**src/rtl/pipe_pkg.sv**
```systemverilog
// Purpose: shared types for the pipe_stage_skid pipeline register.
// Latency: n/a (type and constant definitions only).
// Backpressure: n/a.
package pipe_pkg;

    // Occupancy of the stage: head only, or head plus skid entry.
    typedef enum logic [1:0] {
        ST_EMPTY = 2'd0,
        ST_ONE   = 2'd1,
        ST_TWO   = 2'd2
    } state_t;

    // Bubble payload bit; a NOP beat is all-zero at any width.
    localparam logic NOP_BIT = 1'b0;

endpackage

```
**src/rtl/pipe_stage_skid_if.sv**
```systemverilog
// Purpose: upstream/downstream valid-ready handshake bundle for one pipeline stage.
// Latency: n/a (wires only).
// Backpressure: in_ready/out_ready carry the stall in each direction.
// Ports: in_valid/in_ready/in_data (upstream beat), out_valid/out_ready/out_data (head beat).
//   slave  = the stage itself, master = the surrounding pipeline driving it.
interface pipe_stage_skid_if #(
    parameter int WIDTH = 32
);
    logic             in_valid;
    logic             in_ready;
    logic [WIDTH-1:0] in_data;
    logic             out_valid;
    logic             out_ready;
    logic [WIDTH-1:0] out_data;

    modport master (
        output in_valid, in_data, out_ready,
        input  in_ready, out_valid, out_data
    );

    modport slave (
        input  in_valid, in_data, out_ready,
        output in_ready, out_valid, out_data
    );
endinterface

```
**src/rtl/pipe_entry.sv**
```systemverilog
// Purpose: one payload register with valid bit; output reads as NOP when invalid.
// Latency: 1 cycle from load to q.
// Backpressure: none; the owning FSM decides when to load or drop.
// Ports: CLK, rst (async active-low), clr (flush), load (capture d), drop (release),
//   d (payload in), vld (entry holds a beat), q (payload, zero when !vld).
module pipe_entry
    import pipe_pkg::*;
#(
    parameter int WIDTH = 32
) (
    input  logic             CLK,
    input  logic             rst,
    input  logic             clr,
    input  logic             load,
    input  logic             drop,
    input  logic [WIDTH-1:0] d,
    output logic             vld,
    output logic [WIDTH-1:0] q
);

    logic [WIDTH-1:0] dat;

    // Flush beats load: a beat handed over in the flush cycle is discarded.
    // Load beats drop: head replaced in the same cycle it is consumed.
    always_ff @(posedge CLK or negedge rst) begin
        if (!rst) begin
            vld <= 1'b0;
            dat <= {WIDTH{NOP_BIT}};
        end else if (clr) begin
            vld <= 1'b0;
            dat <= {WIDTH{NOP_BIT}};
        end else if (load) begin
            vld <= 1'b1;
            dat <= d;
        end else if (drop) begin
            vld <= 1'b0;
            dat <= {WIDTH{NOP_BIT}};
        end
    end

    assign q = vld ? dat : {WIDTH{NOP_BIT}};

endmodule

```
**src/rtl/pipe_stage_skid.sv**
```systemverilog
// Purpose: generic inter-stage pipeline register with optional 2-entry skid buffer, flush, stall counter.
// Latency: 1 cycle in->out when empty; 1 beat/cycle sustained in both SKID modes.
// Backpressure: SKID=1 in_ready is registered (state != TWO); SKID=0 in_ready = !out_valid || out_ready.
// Ports: CLK, rst (async active-low), CLR (sync flush), bus (slave handshake bundle),
//   stall_cnt (saturating count of cycles with out_valid && !out_ready; survives CLR).
module pipe_stage_skid
    import pipe_pkg::*;
#(
    parameter int WIDTH = 32,
    parameter int SKID  = 1,
    parameter int CNT_W = 16
) (
    input  logic             CLK,
    input  logic             rst,
    input  logic             CLR,
    pipe_stage_skid_if.slave bus,
    output logic [CNT_W-1:0] stall_cnt
);

    state_t           state_q;
    state_t           state_nxt;
    logic             in_rdy;
    logic             in_xfer;
    logic             out_xfer;
    logic             head_vld;
    logic             head_load;
    logic             head_drop;
    logic [WIDTH-1:0] head_d;
    logic [WIDTH-1:0] head_q;
    logic             skid_vld;
    logic             skid_load;
    logic             skid_drop;
    logic [WIDTH-1:0] skid_q;
    logic [CNT_W-1:0] cnt_q;

    assign in_xfer  = bus.in_valid && in_rdy;
    assign out_xfer = head_vld && bus.out_ready;

    // Head refills from the skid entry whenever it holds the older beat.
    assign head_d = skid_vld ? skid_q : bus.in_data;

    always_ff @(posedge CLK or negedge rst) begin
        if (!rst) begin
            state_q <= ST_EMPTY;
        end else begin
            state_q <= state_nxt;
        end
    end

    always_comb begin
        state_nxt = state_q;
        head_load = 1'b0;
        head_drop = 1'b0;
        skid_load = 1'b0;
        skid_drop = 1'b0;
        if (CLR) begin
            // Entries clear themselves via clr; a concurrent out_xfer is
            // simply consumed and any concurrent in beat is lost.
            state_nxt = ST_EMPTY;
        end else begin
            case (state_q)
                ST_EMPTY: begin
                    if (in_xfer) begin
                        state_nxt = ST_ONE;
                        head_load = 1'b1;
                    end
                end
                ST_ONE: begin
                    if (in_xfer && out_xfer) begin
                        head_load = 1'b1;
                    end else if (in_xfer) begin
                        // Only reachable with SKID=1: SKID=0 accepts in ONE
                        // solely when out_ready is high.
                        state_nxt = ST_TWO;
                        skid_load = 1'b1;
                    end else if (out_xfer) begin
                        state_nxt = ST_EMPTY;
                        head_drop = 1'b1;
                    end
                end
                ST_TWO: begin
                    if (out_xfer) begin
                        state_nxt = ST_ONE;
                        head_load = 1'b1;
                        skid_drop = 1'b1;
                    end
                end
                default: begin
                    state_nxt = ST_EMPTY;
                end
            endcase
        end
    end

    pipe_entry #(.WIDTH(WIDTH)) u_head (
        .CLK  (CLK),
        .rst  (rst),
        .clr  (CLR),
        .load (head_load),
        .drop (head_drop),
        .d    (head_d),
        .vld  (head_vld),
        .q    (head_q)
    );

    generate
        if (SKID != 0) begin : g_skid
            logic rdy_q;

            pipe_entry #(.WIDTH(WIDTH)) u_skid (
                .CLK  (CLK),
                .rst  (rst),
                .clr  (CLR),
                .load (skid_load),
                .drop (skid_drop),
                .d    (bus.in_data),
                .vld  (skid_vld),
                .q    (skid_q)
            );

            // Ready comes from a flop fed by the next state, so out_ready
            // never reaches in_ready combinationally.
            always_ff @(posedge CLK or negedge rst) begin
                if (!rst) begin
                    rdy_q <= 1'b1;
                end else begin
                    rdy_q <= (state_nxt != ST_TWO);
                end
            end

            assign in_rdy = rdy_q;
        end else begin : g_noskid
            assign skid_vld = 1'b0;
            assign skid_q   = {WIDTH{NOP_BIT}};
            assign in_rdy   = !head_vld || bus.out_ready;
        end
    endgenerate

    always_ff @(posedge CLK or negedge rst) begin
        if (!rst) begin
            cnt_q <= '0;
        end else if (head_vld && !bus.out_ready && (cnt_q != {CNT_W{1'b1}})) begin
            cnt_q <= cnt_q + CNT_W'(1);
        end
    end

    assign bus.in_ready  = in_rdy;
    assign bus.out_valid = head_vld;
    assign bus.out_data  = head_q;
    assign stall_cnt     = cnt_q;

endmodule

```
**src/flat_wrapper.sv**
```systemverilog
// flat-port wrapper written by rule: the top's interface ports become plain ports
module pipe_stage_skid_flat import pipe_pkg::*;
#(
    parameter int WIDTH = 32,
    parameter int SKID  = 1,
    parameter int CNT_W = 16
)
  (CLK, rst, CLR, stall_cnt, bus_in_valid, bus_in_data, bus_out_ready, bus_in_ready, bus_out_valid, bus_out_data);
  pipe_stage_skid_if #(.WIDTH(WIDTH)) bus_i ();
  input  logic CLK;
  input  logic rst;
  input  logic CLR;
  output logic [CNT_W-1:0] stall_cnt;
  input wire logic [$bits(bus_i.in_valid)-1:0] bus_in_valid;
  input wire logic [$bits(bus_i.in_data)-1:0] bus_in_data;
  input wire logic [$bits(bus_i.out_ready)-1:0] bus_out_ready;
  output wire logic [$bits(bus_i.in_ready)-1:0] bus_in_ready;
  output wire logic [$bits(bus_i.out_valid)-1:0] bus_out_valid;
  output wire logic [$bits(bus_i.out_data)-1:0] bus_out_data;
  assign bus_i.in_valid = bus_in_valid;
  assign bus_i.in_data = bus_in_data;
  assign bus_i.out_ready = bus_out_ready;
  assign bus_in_ready = bus_i.in_ready;
  assign bus_out_valid = bus_i.out_valid;
  assign bus_out_data = bus_i.out_data;
  pipe_stage_skid #(.WIDTH(WIDTH), .SKID(SKID), .CNT_W(CNT_W)) u_core (.CLK(CLK), .rst(rst), .CLR(CLR), .bus(bus_i), .stall_cnt(stall_cnt));
endmodule
```
**config.mk**
```make
export PLATFORM = sky130hd
export DESIGN_NAME = pipe_stage_skid_flat
export DESIGN_NICKNAME = d
export VERILOG_FILES = /design/src/rtl/pipe_pkg.sv /design/src/rtl/pipe_stage_skid_if.sv /design/src/rtl/pipe_entry.sv /design/src/rtl/pipe_stage_skid.sv /design/src/flat_wrapper.sv
export SDC_FILE = /design/constraint.sdc
export NUM_CORES = 1
export LEC_CHECK = 0
export CAP_MARGIN = 40
export CORE_MARGIN = 5
export CORE_UTILIZATION = 50
export CTS_CLUSTER_DIAMETER = 100
export DETAILED_ROUTE_END_ITERATION = 12
export GPL_ROUTABILITY_DRIVEN = 0
export PLACE_DENSITY = 0.77
export SLEW_MARGIN = 25
export SYNTH_ARGS = -nofsm -noshare
export SYNTH_HDL_FRONTEND = slang
export SYNTH_SLANG_ARGS = --single-unit
```
**constraint.sdc**
```tcl
create_clock -name CLK -period 1.9 [get_ports CLK]
set_input_delay 0.19 -clock CLK [delete_from_list [all_inputs] [get_ports CLK]]
set_output_delay 0.19 -clock CLK [all_outputs]
set_load 0.05 [all_outputs]
```
==> impl_summary.log, run 1 <==
INFO  metric synth_area = 3850 sq um
INFO  metric grt_start_max_net_pins = 43
INFO  metric routed_wire_length_per_instance = 17.1 um
INFO  metric routed_via_density = ~5.5
INFO  metric cp_num_cells = 1
INFO  metric timing.final.hold_violations = 0
INFO  metric ys_seq_elements = 85
INFO  metric route.detailed.drc = 0
INFO  metric worst_path_largest_cell_delay = around 0.85 ns
INFO  metric place_inst = around 530
INFO  metric rsz0062_at_grt = no
INFO  metric std_cell_rows = 32
INFO  metric drt.antenna.violating_nets = 0
INFO  metric netlist_instances = 347
INFO  metric antenna_found_initial = 0
INFO  metric post-dp-hpwl = 6440 um
INFO  metric worstSetupPathType = flop to primary output
INFO  metric initialDrtViolationCount = 106
INFO  metric layout.nets = ~480
INFO  metric io-pin-count = 87
INFO  metric timing.critical_path.cells = clkdlybuf4s50_1
INFO  metric post-route-min-period = roughly 1.8 ns
INFO  metric crit_path_max_fanout = 5
INFO  metric run_status = finished, final reports clean
INFO  metric synth_top_area_share = 54.5%
INFO  metric cts_buffers = 9
INFO  metric ctsLongestPathBuffers = 2
INFO  metric reg2reg_setup_slack = between 0.15 and 0.2 ns
INFO  metric synth_common_cells = sky130_fd_sc_hd__dfrtp_1, sky130_fd_sc_hd__nand2_1, sky130_fd_sc_hd__and2_1
INFO  metric min-delay-path-class = input pin to asynchronous set/reset pin
INFO  metric final_min_period_over_clock_period = 97.2%
INFO  metric htree_levels = 3
INFO  metric timing_worst_slew_pin_value = 0.534 ns
INFO  metric final-max-slew-violation-count = 0
INFO  metric total_routed_length = 9320 um
INFO  metric area.growth.synth_to_final = 42.7%
INFO  metric grt_first_pass_wirelength = between 15000 and 20000 um
INFO  metric overall_die_area = 9560 sq um
INFO  metric clock_latency = 0.34 ns
INFO  metric synth_enable_flop_cells = 0
INFO  metric synth_cell_type_count = 39
INFO  metric number_of_inserted_diodes = 0
INFO  metric setup_tns = 0 ns
INFO  metric clock_sink_count = 85
INFO  metric synth-warning-count = 0
INFO  metric most_instantiated_library_cell_after_synthesis = sky130_fd_sc_hd__dfrtp_1
INFO  metric power.density = 856 nW/um^2
INFO  metric r2r-end = u_core.stall_cnt[9]
INFO  metric critical_path.top_delay_family = buffers and inverters
INFO  metric slew-limit-headroom = around 64%
INFO  metric synth_top_flop_cell = sky130_fd_sc_hd__dfrtp_1
INFO  metric global_route.peak_usage_layer = met2
INFO  metric setup.worst_path.end_class = primary output
INFO  metric worst-endpoint-required = 1.71 ns
INFO  metric path_clk_slew = 0.09 ns
INFO  metric detailedRoute.firstPassIterationCount = 4
INFO  metric gr-usage-met1 = 26.3%
INFO  metric place.port_buffers = 86
INFO  metric tritoncts_clock_tree = built
INFO  metric r2r.worst_path.cells = 4
INFO  metric timing.critical_path.buf_inv = 1
INFO  metric setup_viol = 0
INFO  metric worst_ir_drop_vdd = between 0.3 and 0.4 mV
INFO  metric first_global_vias = between 3000 and 4000
INFO  metric via_count = 3028
INFO  metric synth-async-reset-ratio = 100%
INFO  metric grt_overflow = 0
INFO  metric maxClockFrequency = between 0.5 and 0.6 GHz
INFO  metric timing.critical_path.slowest_stage_cell = sky130_fd_sc_hd__clkdlybuf4s50_1
INFO  metric clockRootBuffer = sky130_fd_sc_hd__clkbuf_8
INFO  metric finalNonFillerCells = between 500 and 600
INFO  metric leak_pwr = 2.47 nW
INFO  metric synthesis.area_per_instance = 11.1 sq um
INFO  metric start_util = between 50% and 60%
INFO  metric grt_use_total = 20.4%
INFO  metric worst_ep_arrival_time = 1.66 ns
INFO  metric post-cts-setup-buffers = 0
INFO  metric globalRouteMet2Util = 34.7%
INFO  metric die_y = 97.8 um
INFO  metric critical_path.startpoint_type = flop
INFO  metric coreArea = around 7600 sq um
INFO  metric worst_r2r_startpoint = u_core.stall_cnt[13]
INFO  metric fin_worst_skew = roughly 0.011 ns
INFO  metric drv.max_cap_violation_count = 0
INFO  metric post_route_cells_drive_above_1_share = 18.0%
INFO  metric main_area_contributors_after_synthesis = sky130_fd_sc_hd__dfrtp_1, sky130_fd_sc_hd__mux2i_1, sky130_fd_sc_hd__a22o_1
INFO  metric netlist.top_cell.by_area = sky130_fd_sc_hd__dfrtp_1
INFO  metric grt.met3_usage = 3.64%
INFO  metric share_of_the_yosys_chip_area_belonging_to_registers = 55.2%
INFO  metric die_x = 97.8 um
INFO  metric syn_nets = 385
==> worst max-delay path by stage <==
stage,from,end,slack [ns]
2_1_floorplan,u_core.stall_cnt[11],u_core.stall_cnt[13],0.01
3_3_place_gp,bus_in_valid,u_core.g_skid.u_skid.dat[24],0.14
3_5_place_dp,bus_in_valid,u_core.g_skid.u_skid.dat[13],0.08
4_1_cts,u_core.stall_cnt[8],stall_cnt[8],0.02
5_1_grt,u_core.stall_cnt[5],stall_cnt[5],0.007
6_report,u_core.stall_cnt[11],stall_cnt[11],0.05
==> layer usage <==
layer | up-vias | share of wire (%)
met1 | 1527 | 44
li1 | 1405 | -
met4 | 0 | 1.5
met2 | 84 | 51
met5 | - | 0
met3 | 12 | 4.2
==> per-stage QoR <==
step	util (%)	hold WS, ns	setup WS [ns]	instance area (sq um)	total power, mW
floorplan	-	-0.106	0.0104	3860	2.84
global placement	69.3	0.206	0.142	5270	3.38
detailed placement	69.3	0.208	0.0825	5270	3.41
CTS	72.2	0.390	0.0151	5490	4.75
global route	72.3	0.439	0.00709	5500	4.91
finish	72.3	0.369	0.0537	5500	4.71
==> flip-flops by register name (all words and copies together), names as in the netlist <==
name                      cells
u_core.g_skid.u_skid.dat     32
u_core.state_q                2
u_core.stall_cnt             16
u_core.u_head.vld             1
u_core.g_skid.u_skid.vld      1
u_core.bus.in_ready           1
u_core.u_head.dat            32
==> repair_timing <==
| item | in CTS | in global routing |
|---|---|---|
| endpoints found under the hold margin | 39 | 0 |
| hold buffers | 1 | 0 |
| gates resized for setup | 0 | 3 |
| endpoints found under the setup margin | 0 | 3 |
==> cell families (layout without fill, tap and decap cells) <==
logic type	Yosys count	count (layout)	synth area share, %
simple gates	113	113	15.5
flops	85	85	55.2
compound gates	76	76	14.4
mux	32	32	8.31
buf+inv	24	121	2.60
xor+xnor	16	16	3.64
fa+ha+maj	1	1	0.325
==> where the power goes <==
part | total (mW) | switching, mW | internal [mW]
Clock | 1.34 | 0.624 | 0.715
Combinational | 1.23 | 0.688 | 0.543
Sequential | 2.14 | 0.159 | 1.98
==> cell usage in the layout, fill, tap and decap left out, types with 6 or more instances in the layout <==
| cell | n |
|---|---|
| sky130_fd_sc_hd__a22o_1 | 32 |
| sky130_fd_sc_hd__and2_1 | 33 |
| sky130_fd_sc_hd__buf_12 | 37 |
| sky130_fd_sc_hd__buf_4 | 13 |
| sky130_fd_sc_hd__clkbuf_8 | 12 |
| sky130_fd_sc_hd__clkdlybuf4s50_1 | 48 |
| sky130_fd_sc_hd__dfrtp_1 | 80 |
| sky130_fd_sc_hd__mux2i_1 | 32 |
| sky130_fd_sc_hd__nand2_1 | 47 |
| sky130_fd_sc_hd__nand4_1 | 6 |
| sky130_fd_sc_hd__nor2_1 | 6 |
| sky130_fd_sc_hd__o21ai_0 | 22 |
| sky130_fd_sc_hd__o21ai_1 | 12 |
| sky130_fd_sc_hd__xnor2_1 | 8 |
| sky130_fd_sc_hd__xor2_1 | 8 |
==> area by class of cell <==
cell class / instances / area [sq um]
clock buffers: 13 / 169
clock inverters: 3 / 42.5
fillers: 527 / 2110
inverters: 3 / 11.3
multi-input cells: 238 / 1650
flip-flops and latches: 85 / 2130
well taps: 102 / 128
repair buffers: 102 / 1370
No activity file was read; power rests on OpenSTA's default activity.
==> run 2: changes to the inputs <==
--- a/config.mk
+++ b/config.mk
@@ -6,7 +6,6 @@
 export NUM_CORES = 1
 export LEC_CHECK = 0
 export CAP_MARGIN = 40
-export CORE_MARGIN = 5
 export CORE_UTILIZATION = 50
 export CTS_CLUSTER_DIAMETER = 100
 export DETAILED_ROUTE_END_ITERATION = 12
==> impl_summary.log, run 2 (same netlist as run 1, synthesis figures left out) <==
INFO  metric std_cell_rows = 31 (-3.1%)
INFO  metric post-dp-hpwl = 5990 um (-6.9%)
INFO  metric total_routed_length = 8640 um (-7.2%)
INFO  metric layout.nets = 477 (unchanged)
INFO  metric r2r-end = u_core.stall_cnt[14]
INFO  metric place.port_buffers = 86 (unchanged)
INFO  metric critical_path.top_delay_family = buffers and inverters
INFO  metric route.detailed.drc = 0 (unchanged)
INFO  metric sequential_share_of_power = 44.7% (-0.7 points)
INFO  metric drv.max_cap_violation_count = 0 (unchanged)
INFO  metric clock_sink_count = 85 (unchanged)
INFO  metric final_min_period_over_clock_period = 97.5% (+0.31 points)
INFO  metric timing.critical_path.buf_inv = 1 (unchanged)
INFO  metric first_global_vias = 3060 (-6.0%)
INFO  metric grt_start_max_net_pins = 38 (-12%)
INFO  metric die_y = 89.8 um (-8.2%)
INFO  metric post-route-min-period = 1.85 ns (+0.00593 ns)
INFO  metric worst_setup_path_startpoint = u_core.stall_cnt[8]
INFO  metric ctsLongestPathBuffers = 2 (unchanged)
INFO  metric start_util = 52.3% (+1.6 points)
INFO  metric routed_via_density = 5.54 (about the same)
INFO  metric detailedRoute.firstPassIterationCount = 5 (+1)
INFO  metric maxClockFrequency = 0.540 GHz (-0.32%)
INFO  metric die_x = 89.8 um (-8.2%)
INFO  metric p_switching = 1.48 mW (+0.46%)
INFO  metric layout_commonest_cell = sky130_fd_sc_hd__dfrtp_1
INFO  metric via_count = 3010 (-0.59%)
INFO  metric finalNonFillerCells = 543 (-0.55%)
INFO  metric number_of_inserted_diodes = 0 (unchanged)
INFO  metric sw_frac_of_total = 30.9% (-0.32 points)
INFO  metric grt_overflow = 0 (unchanged)
INFO  metric post-cts-setup-buffers = 0 (unchanged)
INFO  metric worst_r2r_startpoint = u_core.stall_cnt[0]
INFO  metric io-pin-count = 87 (unchanged)
INFO  metric rsz0062_at_grt = no
INFO  metric min-delay-path-class = input pin to asynchronous set/reset pin
INFO  metric postPlaceCellArea = 5280 sq um (+0.21%)
INFO  metric tritoncts_clock_tree = built
INFO  metric worstSetupPathType = flop to primary output
INFO  metric cts_buffers = 9 (unchanged)
INFO  metric setup.worst_path.end_class = primary output
INFO  metric final.fill_count = 520 (-1.3%)
INFO  metric antenna_found_initial = 0 (unchanged)
INFO  metric coreArea = 7370 sq um (-3.1%)
INFO  metric clock_power_share = 29.3% (+0.9 points)
INFO  metric setup_tns = 0 ns (unchanged)
INFO  metric post_route_cells_drive_above_1_share = 17.8% (-0.23 points)
INFO  metric clock_latency = 0.34 ns (about the same)
INFO  metric stdcell_area = 5510 sq um (+0.14%)
INFO  metric layout_common_cells = sky130_fd_sc_hd__dfrtp_1, sky130_fd_sc_hd__clkdlybuf4s50_1, sky130_fd_sc_hd__nand2_1, sky130_fd_sc_hd__buf_12, sky130_fd_sc_hd__and2_1
INFO  metric leak_pwr = 2.43 nW (-1.6%)
INFO  metric worst-endpoint-required = 1.71 ns (about the same)
INFO  metric timing.critical_path.cells = clkdlybuf4s50_1
INFO  metric grt_first_pass_wirelength = 14800 um (-6.9%)
INFO  metric final-max-slew-violation-count = 0 (unchanged)
INFO  metric timing.final.hold_violations = 0 (unchanged)
INFO  metric timing.critical_path.slowest_stage_cell = sky130_fd_sc_hd__clkdlybuf4s50_1
INFO  metric run_status = finished, final reports clean
INFO  metric combinationalPowerShare = 26.0% (-0.2 points)
INFO  metric grt_use_total = 22.9% (+2.6 points)
INFO  metric worst_ep_arrival_time = 1.66 ns (about the same)
INFO  metric place_inst = 526 (-0.57%)
INFO  metric area.growth.synth_to_final = 42.9%
INFO  metric reg2reg_setup_slack = 0.22 ns (+0.03 ns)
INFO  metric worst_ir_drop_vdd = 0.394 mV (about the same)
INFO  metric htree_levels = 3 (unchanged)
INFO  metric timing.hold.ws = 0.341 ns (-0.0283 ns)
INFO  metric initialDrtViolationCount = 117 (+10%)
INFO  metric cp_num_cells = 1 (unchanged)
INFO  metric slew-limit-headroom = 66.7% (+2.3 points)
INFO  metric worst_path_largest_cell_delay = 0.85 ns (about the same)
INFO  metric path_clk_slew = 0.09 ns (about the same)
INFO  metric timing_worst_slew_pin_value = 0.499 ns (-0.0356 ns)
INFO  metric critical_path.startpoint_type = flop
INFO  metric clockRootBuffer = sky130_fd_sc_hd__clkbuf_8
INFO  metric routed_wire_length_per_instance = 15.9 um (-6.7%)
INFO  metric power.density = 867 nW/um^2 (+1.4%)
INFO  metric fin_worst_skew = 0.00973 ns (-0.00173 ns)
INFO  metric drt.antenna.violating_nets = 0 (unchanged)
INFO  metric r2r.worst_path.cells = 5 (+1)
INFO  metric power.internal = 3.30 mW (+2.0%)
INFO  metric post-layout-total-power = 4.78 mW (+1.5%)
INFO  metric crit_path_max_fanout = 6 (+1)
INFO  metric setup_viol = 0 (unchanged)
INFO  metric overall_die_area = 8060 sq um (-16%)
## run 2: cell count changes in the layout (fill, tap and decap cells not counted)
cell,before,now
sky130_fd_sc_hd__buf_12,37,38
sky130_fd_sc_hd__clkinv_2,1,3
sky130_fd_sc_hd__buf_4,13,11
sky130_fd_sc_hd__dlygate4sd2_1,0,1
sky130_fd_sc_hd__bufinv_16,1,2
sky130_fd_sc_hd__clkbuf_8,12,10
sky130_fd_sc_hd__clkinvlp_4,1,0
sky130_fd_sc_hd__dlymetal6s2s_1,3,0
sky130_fd_sc_hd__clkdlybuf4s50_1,48,51
## run 2: per-layer routing
layer	vias to the layer above	global-route usage, %	wire length, um
met4	0	6.83	108
met3	9	4.99	446
met5	-	0	0
met1	1510	29.4	3700
li1	1403	-	-
met2	88	39.0	4390
## run 2: metrics by stage
stage | worst slack, ns | utilization, %
2_1_floorplan | 0.0104 | -
3_3_place_gp | 0.125 | 71.6
3_5_place_dp | 0.0797 | 71.6
4_1_cts | 0.0451 | 74.7
5_1_grt | 0.00326 | 74.7
6_report | 0.0478 | 74.7
## run 2: power groups by stage
stage | registers [mW] | logic (mW) | clock network (mW)
detailed placement | 2.16 | 1.25 | 0
CTS | 2.13 | 1.26 | 1.42
global route | 2.16 | 1.33 | 1.49
floorplan | 2.27 | 0.567 | 0
finish | 2.13 | 1.24 | 1.40
global placement | 2.16 | 1.23 | 0
## run 2: how the worst max path moves through the flow
stage / to / slack [ns]
2_1_floorplan: u_core.stall_cnt[13] / 0.01
3_3_place_gp: u_core.u_head.dat[3] / 0.12
3_5_place_dp: u_core.u_head.dat[5] / 0.08
4_1_cts: stall_cnt[8] / 0.05
5_1_grt: stall_cnt[8] / 0.003
6_report: stall_cnt[8] / 0.05
## run 2: repair_timing
item / 4_1_cts / 5_1_grt
gates resized for setup: 1 / 0
endpoints found under the setup margin: 1 / 0
endpoints found under the hold margin: 32 / 0
hold buffers: 1 / 0
## run 2: layout make-up
type	instances	area, sq um	share of cell area [%]
inverter	3	11.3	0.205
timing repair buffer	102	1370	24.9
clock inverter	5	75.1	1.36
tap	99	124	2.25
multi-input combinational	238	1650	29.9
sequential	85	2130	38.8
clock buffer	11	141	2.57
==> run 3: changes to the inputs <==
--- a/config.mk
+++ b/config.mk
@@ -5,6 +5,7 @@
 export SDC_FILE = /design/constraint.sdc
 export NUM_CORES = 1
 export LEC_CHECK = 0
+export ABC_AREA = 0
 export CAP_MARGIN = 40
 export CORE_UTILIZATION = 50
 export CTS_CLUSTER_DIAMETER = 100
==> results of run 3 <==
No change in the layout: final DEF, timing and power equal those of run 2.
